--- src/rtl/led_pwm_fader_if.sv ---
// led_pwm_fader_if: LED register, duty load and fade control in; PWM drive and duty readback out.
// Latency: none; plain wires bundling the fader's bus-side signals.
// Backpressure: none; master drives controls every clock, slave returns registered outputs.
interface led_pwm_fader_if;
  logic [15:0] led_in;
  logic [7:0]  duty_d;
  logic        duty_ld;
  logic        fade_en;
  logic [15:0] led_out;
  logic [7:0]  duty;

  modport master (
    output led_in, duty_d, duty_ld, fade_en,
    input  led_out, duty
  );

  modport slave (
    input  led_in, duty_d, duty_ld, fade_en,
    output led_out, duty
  );
endinterface

--- src/rtl/led_pwm_fader.sv ---
// led_pwm_fader: PWM-dims 16 LED register bits with a global duty; released bits fade out linearly.
// Latency: led_in -> level 1 clock, level -> led_out 1 further clock (2 total, PWM phase permitting).
// Backpressure: none; free-running, inputs sampled every clock, duty_ld is a single-cycle strobe.
module led_pwm_fader #(
  parameter int         PRESCALE  = 16,
  parameter logic [7:0] FADE_STEP = 8'h20
) (
  input  logic           clock,
  input  logic           reset,
  led_pwm_fader_if.slave bus
);

  // Prescaler width; PRESCALE=1 still needs a one-bit counter that simply stays at 0.
  localparam int            PW       = (PRESCALE > 1) ? $clog2(PRESCALE) : 1;
  localparam logic [PW-1:0] PRE_LAST = PW'(PRESCALE - 1);

  logic [PW-1:0] pre_cnt_q, pre_cnt_d;
  logic [7:0]    pwm_cnt_q, pwm_cnt_d;
  logic [7:0]    duty_reg_q, duty_reg_d;
  logic [7:0]    level_q [16];
  logic [7:0]    level_d [16];
  logic [15:0]   led_out_q, led_out_d;
  logic          tick;
  logic          boundary;

  // tick advances the PWM counter; boundary marks the last clock of a full PWM period.
  assign tick     = (pre_cnt_q == PRE_LAST);
  assign boundary = tick && (pwm_cnt_q == 8'hFF);

  // Shared timebase: prescaler wraps at PRESCALE-1, PWM counter wraps 255 -> 0 on tick.
  always_comb begin
    pre_cnt_d = tick ? '0 : pre_cnt_q + 1'b1;
    pwm_cnt_d = tick ? pwm_cnt_q + 8'd1 : pwm_cnt_q;
  end

  // Duty register: loads on strobe, otherwise holds.
  always_comb begin
    duty_reg_d = duty_reg_q;
    if (bus.duty_ld) begin
      duty_reg_d = bus.duty_d;
    end
  end

  // Per-channel level: on-bits track duty, off-bits either clear or decay once per PWM period.
  // The compare uses the current level and counter so led_out trails level by one clock.
  always_comb begin
    led_out_d = '0;
    for (int i = 0; i < 16; i++) begin
      level_d[i] = level_q[i];
      if (bus.led_in[i]) begin
        level_d[i] = duty_reg_q;
      end else if (!bus.fade_en) begin
        level_d[i] = 8'h00;
      end else if (boundary) begin
        // Saturating decay: never wraps below zero.
        level_d[i] = (level_q[i] > FADE_STEP) ? (level_q[i] - FADE_STEP) : 8'h00;
      end
      // Level 255 is therefore on for 255 of 256 steps; that is the intended maximum.
      led_out_d[i] = (level_q[i] > pwm_cnt_q);
    end
  end

  // State registers with asynchronous clear; duty comes up at full brightness.
  always_ff @(posedge clock or posedge reset) begin
    if (reset) begin
      pre_cnt_q  <= '0;
      pwm_cnt_q  <= 8'h00;
      duty_reg_q <= 8'hFF;
      led_out_q  <= 16'h0000;
      for (int i = 0; i < 16; i++) begin
        level_q[i] <= 8'h00;
      end
    end else begin
      pre_cnt_q  <= pre_cnt_d;
      pwm_cnt_q  <= pwm_cnt_d;
      duty_reg_q <= duty_reg_d;
      led_out_q  <= led_out_d;
      for (int i = 0; i < 16; i++) begin
        level_q[i] <= level_d[i];
      end
    end
  end

  assign bus.led_out = led_out_q;
  assign bus.duty    = duty_reg_q;

endmodule

--- src/flat_wrapper.sv ---
// flat-port wrapper written by rule: the top's interface ports become plain ports
module led_pwm_fader_flat 
#(
  parameter int         PRESCALE  = 16,
  parameter logic [7:0] FADE_STEP = 8'h20
)
  (clock, reset, bus_led_in, bus_duty_d, bus_duty_ld, bus_fade_en, bus_led_out, bus_duty);
  led_pwm_fader_if bus_i ();
  input  logic clock;
  input  logic reset;
  input wire logic [$bits(bus_i.led_in)-1:0] bus_led_in;
  input wire logic [$bits(bus_i.duty_d)-1:0] bus_duty_d;
  input wire logic [$bits(bus_i.duty_ld)-1:0] bus_duty_ld;
  input wire logic [$bits(bus_i.fade_en)-1:0] bus_fade_en;
  output wire logic [$bits(bus_i.led_out)-1:0] bus_led_out;
  output wire logic [$bits(bus_i.duty)-1:0] bus_duty;
  assign bus_i.led_in = bus_led_in;
  assign bus_i.duty_d = bus_duty_d;
  assign bus_i.duty_ld = bus_duty_ld;
  assign bus_i.fade_en = bus_fade_en;
  assign bus_led_out = bus_i.led_out;
  assign bus_duty = bus_i.duty;
  led_pwm_fader #(.PRESCALE(PRESCALE), .FADE_STEP(FADE_STEP)) u_core (.clock(clock), .reset(reset), .bus(bus_i));
endmodule
--- config.mk ---
export PLATFORM = sky130hd
export DESIGN_NAME = led_pwm_fader_flat
export DESIGN_NICKNAME = d
export VERILOG_FILES = /design/src/rtl/led_pwm_fader_if.sv /design/src/rtl/led_pwm_fader.sv /design/src/flat_wrapper.sv
export SDC_FILE = /design/constraint.sdc
export NUM_CORES = 1
export LEC_CHECK = 0
export CORE_UTILIZATION = 61
export CTS_CLUSTER_SIZE = 30
export DETAILED_ROUTE_END_ITERATION = 8
export PLACE_DENSITY = 0.84
export SLEW_MARGIN = 25
export SYNTH_ARGS = -nofsm -noshare
export SYNTH_HDL_FRONTEND = slang
export SYNTH_SLANG_ARGS = --single-unit
--- constraint.sdc ---
create_clock -name clock -period 7.09 [get_ports clock]
set_input_delay 1.418 -clock clock [delete_from_list [all_inputs] [get_ports clock]]
set_output_delay 1.418 -clock clock [all_outputs]
set_load 0.02 [all_outputs]
After elaboration in Yosys (flattened, before gate mapping)
Cells that the tools add are included.
{"block": "word_totals", "reg_bits": 164, "input_bits": 28, "out_inout_bits": 24, "wordCells": 154}
{"block": "op_classes", "add_sub_neg": 18, "order_cmp": 32, "eq_ne": 18, "mux": 65, "n_reduce_logical": 1}
{"cell": "$mux 8", "count": 64}
{"cell": "$gt 8x6->1 const B", "count": 16}
{"cell": "$gt 8x8->1", "count": 16}
{"cell": "$sub 8x6->8 const B", "count": 16}
{"cell": "$ne 3x2->1 const B", "count": 16}
{"cell": "$add 8x1->8 const B", "count": 1}
{"cell": "$eq 8x8->1 const B", "count": 1}
{"cell": "$add 4x1->4 const B", "count": 1}
{"cell": "$eq 4x4->1 const B", "count": 1}
{"cell": "$mux 4", "count": 1}
{"cell": "$logic_and 1x1->1", "count": 1}

Depth between registers and ports, before layout
{"block": "depth", "word_depth": 5, "depth_mapped": 7, "depth_no_buf": 6}

Least setup slack after synthesis
OpenSTA, ideal clock, no wires.
{"block": "synth_timing", "path_kind": "input -> register", "from": "input port bus_fade_en", "to": "register u_core.level_q[53] (netlist name)", "setup_ps": 66, "arrival_time_ps": 2555, "required_ps": 7024, "setup_slack_ps": 4469, "stages": 5, "n_path_buf": 1, "path_cell_list": "clkbuf_1 nor2b_1 o31ai_1 a2111oi_4 a221o_1"}
{"block": "synth_between", "elab_chain_len": 2, "elab_cells_between_ends": 3, "classes_between": "1 x eq/ne; 2 x mux"}
{"element": "from (decl)", "line_no": "flat_wrapper.sv:14", "text": "input wire logic [$bits(bus_i.fade_en)-1:0] bus_fade_en;"}
{"element": "$mux 8", "line_no": "led_pwm_fader.sv:52", "text": "end else if (!bus.fade_en) begin"}
{"element": "$mux 8", "line_no": "led_pwm_fader.sv:50", "text": "if (bus.led_in[i]) begin"}
{"element": "to (signal, indexed assignment)", "line_no": "led_pwm_fader.sv:79", "text": "level_q[i] <= level_d[i];"}
{"element": "to (decl)", "line_no": "led_pwm_fader.sv:20", "text": "logic [7:0] level_q [16];"}
Several ways; a longest one is shown, not always the timed one.
A chain may end at the register's enable or synchronous reset.

Final worst setup path
{"block": "layout_timing", "from": "register u_core.duty_reg_q[3] (netlist: u_core.bus.duty[3])", "to": "output port bus_duty[3]"}
{"element": "from (decl)", "line_no": "led_pwm_fader.sv:19", "text": "logic [7:0] duty_reg_q, duty_reg_d;"}
{"element": "from (signal assigned)", "line_no": "led_pwm_fader.sv:76", "text": "duty_reg_q <= duty_reg_d;"}
{"element": "to (decl)", "line_no": "flat_wrapper.sv:16", "text": "output wire logic [$bits(bus_i.duty)-1:0] bus_duty;"}
No word-level cell between the ends.

==> impl_metrics.csv <==
group,metric,value,unit
timing,rsz0062_at_grt,"false",
timing,slew_violations,0,
power,leakagePower,5.11,nW
flow_run,cap_violations,0,
grt,grt_pass1_wl,43000,um
synthesis,synth-seq-area-share,39.5,%
cells_and_area,drive_gt1_share,7.12,%
setup_path,cpMaxStageDelayCell,"dfstp_2",
grt,grt_overflow,0,
timing,finalHoldViolCount,0,
placed_design,gp_congestion,0.830,
setup_path,worstPathArrival,2.11,ns
setup_path,worst_setup_path_end_kind,"output pin",
placed_design,dp.final_hpwl,16700,um
cells_and_area,diodes,0,
floorplanning,die_h,133,um
synthesis,synth_area_leader_cell,"dfrtp_1",
routing,drt_drc_violations_left,0,
clock_tree,cts_resized,0,
grt,grt_usage,31.5,%
timing,skew,0.0103,ns
synthesis,postSynthCellCount,992,
hold_path,worst_hold_path_type,"reg2reg",
floorplanning,die_w,133,um
cells_and_area,multiInputGateArea,5890,um^2
routing,drt_iter0_drc,772,
setup_path,critPathKind,"reg2out",
timing,period_share,49.8,%
clock_tree,cts.reportedPaths.clkPinSlew,0.07,ns
timing,setup_viol,0,
routing,vias_per_cell,6.63,
synthesis,synth_nets,1166,
floorplanning,rows,47,
synthesis,synth_edf_count,0,
synthesis,syn-cell-area,10400,um^2
synthesis,yosysWarnings,0,
cells_and_area,syn2layout_area_growth,12.2,%
timing,fmax,283,MHz
routing,routedWlPerCell,21.0,um
synthesis,synth_cell_types,52,
clock_tree,clock-sinks,164,
synthesis,async_reset_ff_share,100,%
clock_tree,cts_buffers,17,
status,outcome,"complete, no violations",
timing,worstMarginPinSlew,1.07,ns
routing,vias,8358,
clock_tree,cts_max_path_buffers,2,
clock_tree,clock_latency,0.44,ns
setup_path,cpPeakStageDelay,0.95,ns
grt,grt_pass1_vias,8318,
setup_path,critPathBufInv,1,
grt,grt_max_degree,99,
clock_tree,cts_max_level,4,
routing,first_pass_iters,5,
setup_path,cpLargestDelayFamily,"flip-flops",
grt,antenna_found_initial,0,
synthesis,synth_top_area_share,37.4,%
synthesis,syn_avg_cell_area,10.5,um^2
cells_and_area,fillers,1224,
synthesis,ys_ff_latch,164,
setup_path,crit_chain,"clkdlybuf4s50_1",
placed_design,port_buffers,51,
floorplanning,io_pins,52,
power,ir_worst_vdd,0.168,mV
setup_path,crit_required,5.67,ns
cells_and_area,final-seq-area,4110,um^2
clock_tree,cts_root_buf,"clkbuf_16",
routing,wirelength,26500,um
timing,slew_headroom,28.5,%
routing,ant_nets,0,
setup_path,critPathMaxFanout,18,
clock_tree,cts_tree,"built",
clock_tree,hold_buffers,0,
clock_tree,cts_setup_buffers,0,
floorplanning,start_util,62.7,%
power,power.density,236,nW/um^2
synthesis,synthTopCellsByArea,"dfrtp_1 (37%), ha_1 (18%), a22o_1 (6.7%), a21oi_1 (2.8%), inv_1 (2.3%)",
timing,fin_crit,3.53,ns
floorplanning,die_area,17600,um^2
setup_path,worst_setup_path_start_kind,"register",
floorplanning,coreArea,16600,um^2
synthesis,yosys_most_used_dff,"dfrtp_1",
timing,fin_tns_setup,0,ns
cells_and_area,num-nets-final,1201,
timing,hold_ws,0.501,ns
worst paths after layout:
path                            slack [ns]                              end                      startpoint  depth (start not counted)
min in group asynchronous             1.54   u_core.level_q[89]$_DFFE_PP0P_                           reset                          2
worst max-delay path                  3.56                      bus_duty[3]  u_core.bus.duty[3]$_DFFE_PP1P_                          1
worst max register to register        4.20  u_core.level_q[125]$_DFFE_PP0P_   u_core.pre_cnt_q[0]$_DFF_PP0_                          6
max in group asynchronous             4.19   u_core.level_q[16]$_DFFE_PP0P_                           reset                          3
worst min register to register        0.50    u_core.pre_cnt_q[0]$_DFF_PP0_   u_core.pre_cnt_q[0]$_DFF_PP0_                          1
worst min-delay path                  0.50    u_core.pre_cnt_q[0]$_DFF_PP0_   u_core.pre_cnt_q[0]$_DFF_PP0_                          1
per-layer routing:
metal / vias to the layer above / global-route usage [%] / wire [um]
met2: 303 / 51.4 / 12900
li1: 3880 / - / -
met5: - / 0 / 0
met4: 0 / 13.7 / 732
met3: 48 / 7.13 / 1680
met1: 4127 / 40.4 / 11200
state kept, by name, indices dropped and copies added, names as in the netlist:
register,count
u_core.level_q,128
u_core.pre_cnt_q,4
u_core.bus.led_out,16
u_core.pwm_cnt_q,8
u_core.bus.duty,8
worst register-to-register path, stage by stage (launching register included):
cell and delay (ns):
dfrtp_1 0.39, ha_1 0.30, nand3_4 0.18, or4_1 0.95, buf_4 0.40, a2111oi_0 0.42, a221o_1 0.17
cells in the mapped netlist, drive strengths merged (2+ instances only):
cell and count:
mux2i 14, nor2b 28, o31a 14, nand4 29, and3 2, o211ai 3
dfrtp 156, dfstp 8, and2 11, o311ai 7, a311o 11, inv 64
nor4b 14, a2111o 2, o31ai 14, a21oi 59, a22o 80, nand2b 16
o21ai 48, mux2 8, nand3 8, a31oi 3, a221o 17, ha 146
clkbuf 37, xnor2 7, buf 6, nor3 11, or3 3, a2111oi 16
nor2 53, or4 21, o21a 14, nor4 15, nand2 40
power breakdown:
| group | internal (mW) | switching [mW] |
|---|---|---|
| logic | 0.296 | 0.310 |
| registers | 1.06 | 0.155 |
| clock network | 0.562 | 0.383 |
| total | 1.92 | 0.848 |
cells by family after synthesis:
family | count (synthesis) | share of synthesized area (%)
buffers and inverters | 107 | 4.13
DFF | 164 | 39.5
muxes | 22 | 2.21
AOI/OAI and AO/OA | 294 | 22.5
and+or+nand+nor | 251 | 13.6
xor gates and xnor gates | 8 | 0.672
adders and majority gates | 146 | 17.5
cells in the final DEF (no fill, tap or decap), types with 14 or more instances in the layout:
cell             synthesis  routed
inv_1                   63      61
nor4b_1                 14      14
nand4_1                 29      29
o21a_1                  14      14
nand2b_1                16      16
o21ai_0                 34      34
a21oi_1                 59      59
clkbuf_16                0      17
dfrtp_1                156     156
o31a_1                  14      14
mux2i_1                 14      14
a221o_1                 17      17
a22o_1                  80      80
o31ai_1                 14      14
ha_1                   146     146
nand2_1                 40      40
nor2b_1                 28      28
clkdlybuf4s50_1          0      51
o21ai_1                 14      14
or4_1                   21      21
nor2_1                  53      53
final cells by class:
type / instances / area share (%)
multi-input combinational: 721 / 50.4
sequential: 164 / 35.2
timing repair buffer: 59 / 4.88
clock buffer: 19 / 3.79
tap: 220 / 2.35
inverter: 64 / 2.10
clock inverter: 13 / 1.36
per-stage QoR:
step	total power [mW]	utilization, %	std cells	cell area (um^2)	setup WS [ns]
2_1_floorplan	1.60	-	992	10400	1.25
3_3_place_gp	1.79	66.7	1228	11100	3.36
3_5_place_dp	1.82	66.7	1228	11100	3.28
4_1_cts	2.77	70.3	1260	11700	3.59
5_1_grt	2.90	70.3	1260	11700	3.54
6_report	2.76	70.3	1260	11700	3.56
No activity file was read; power rests on OpenSTA's default activity.
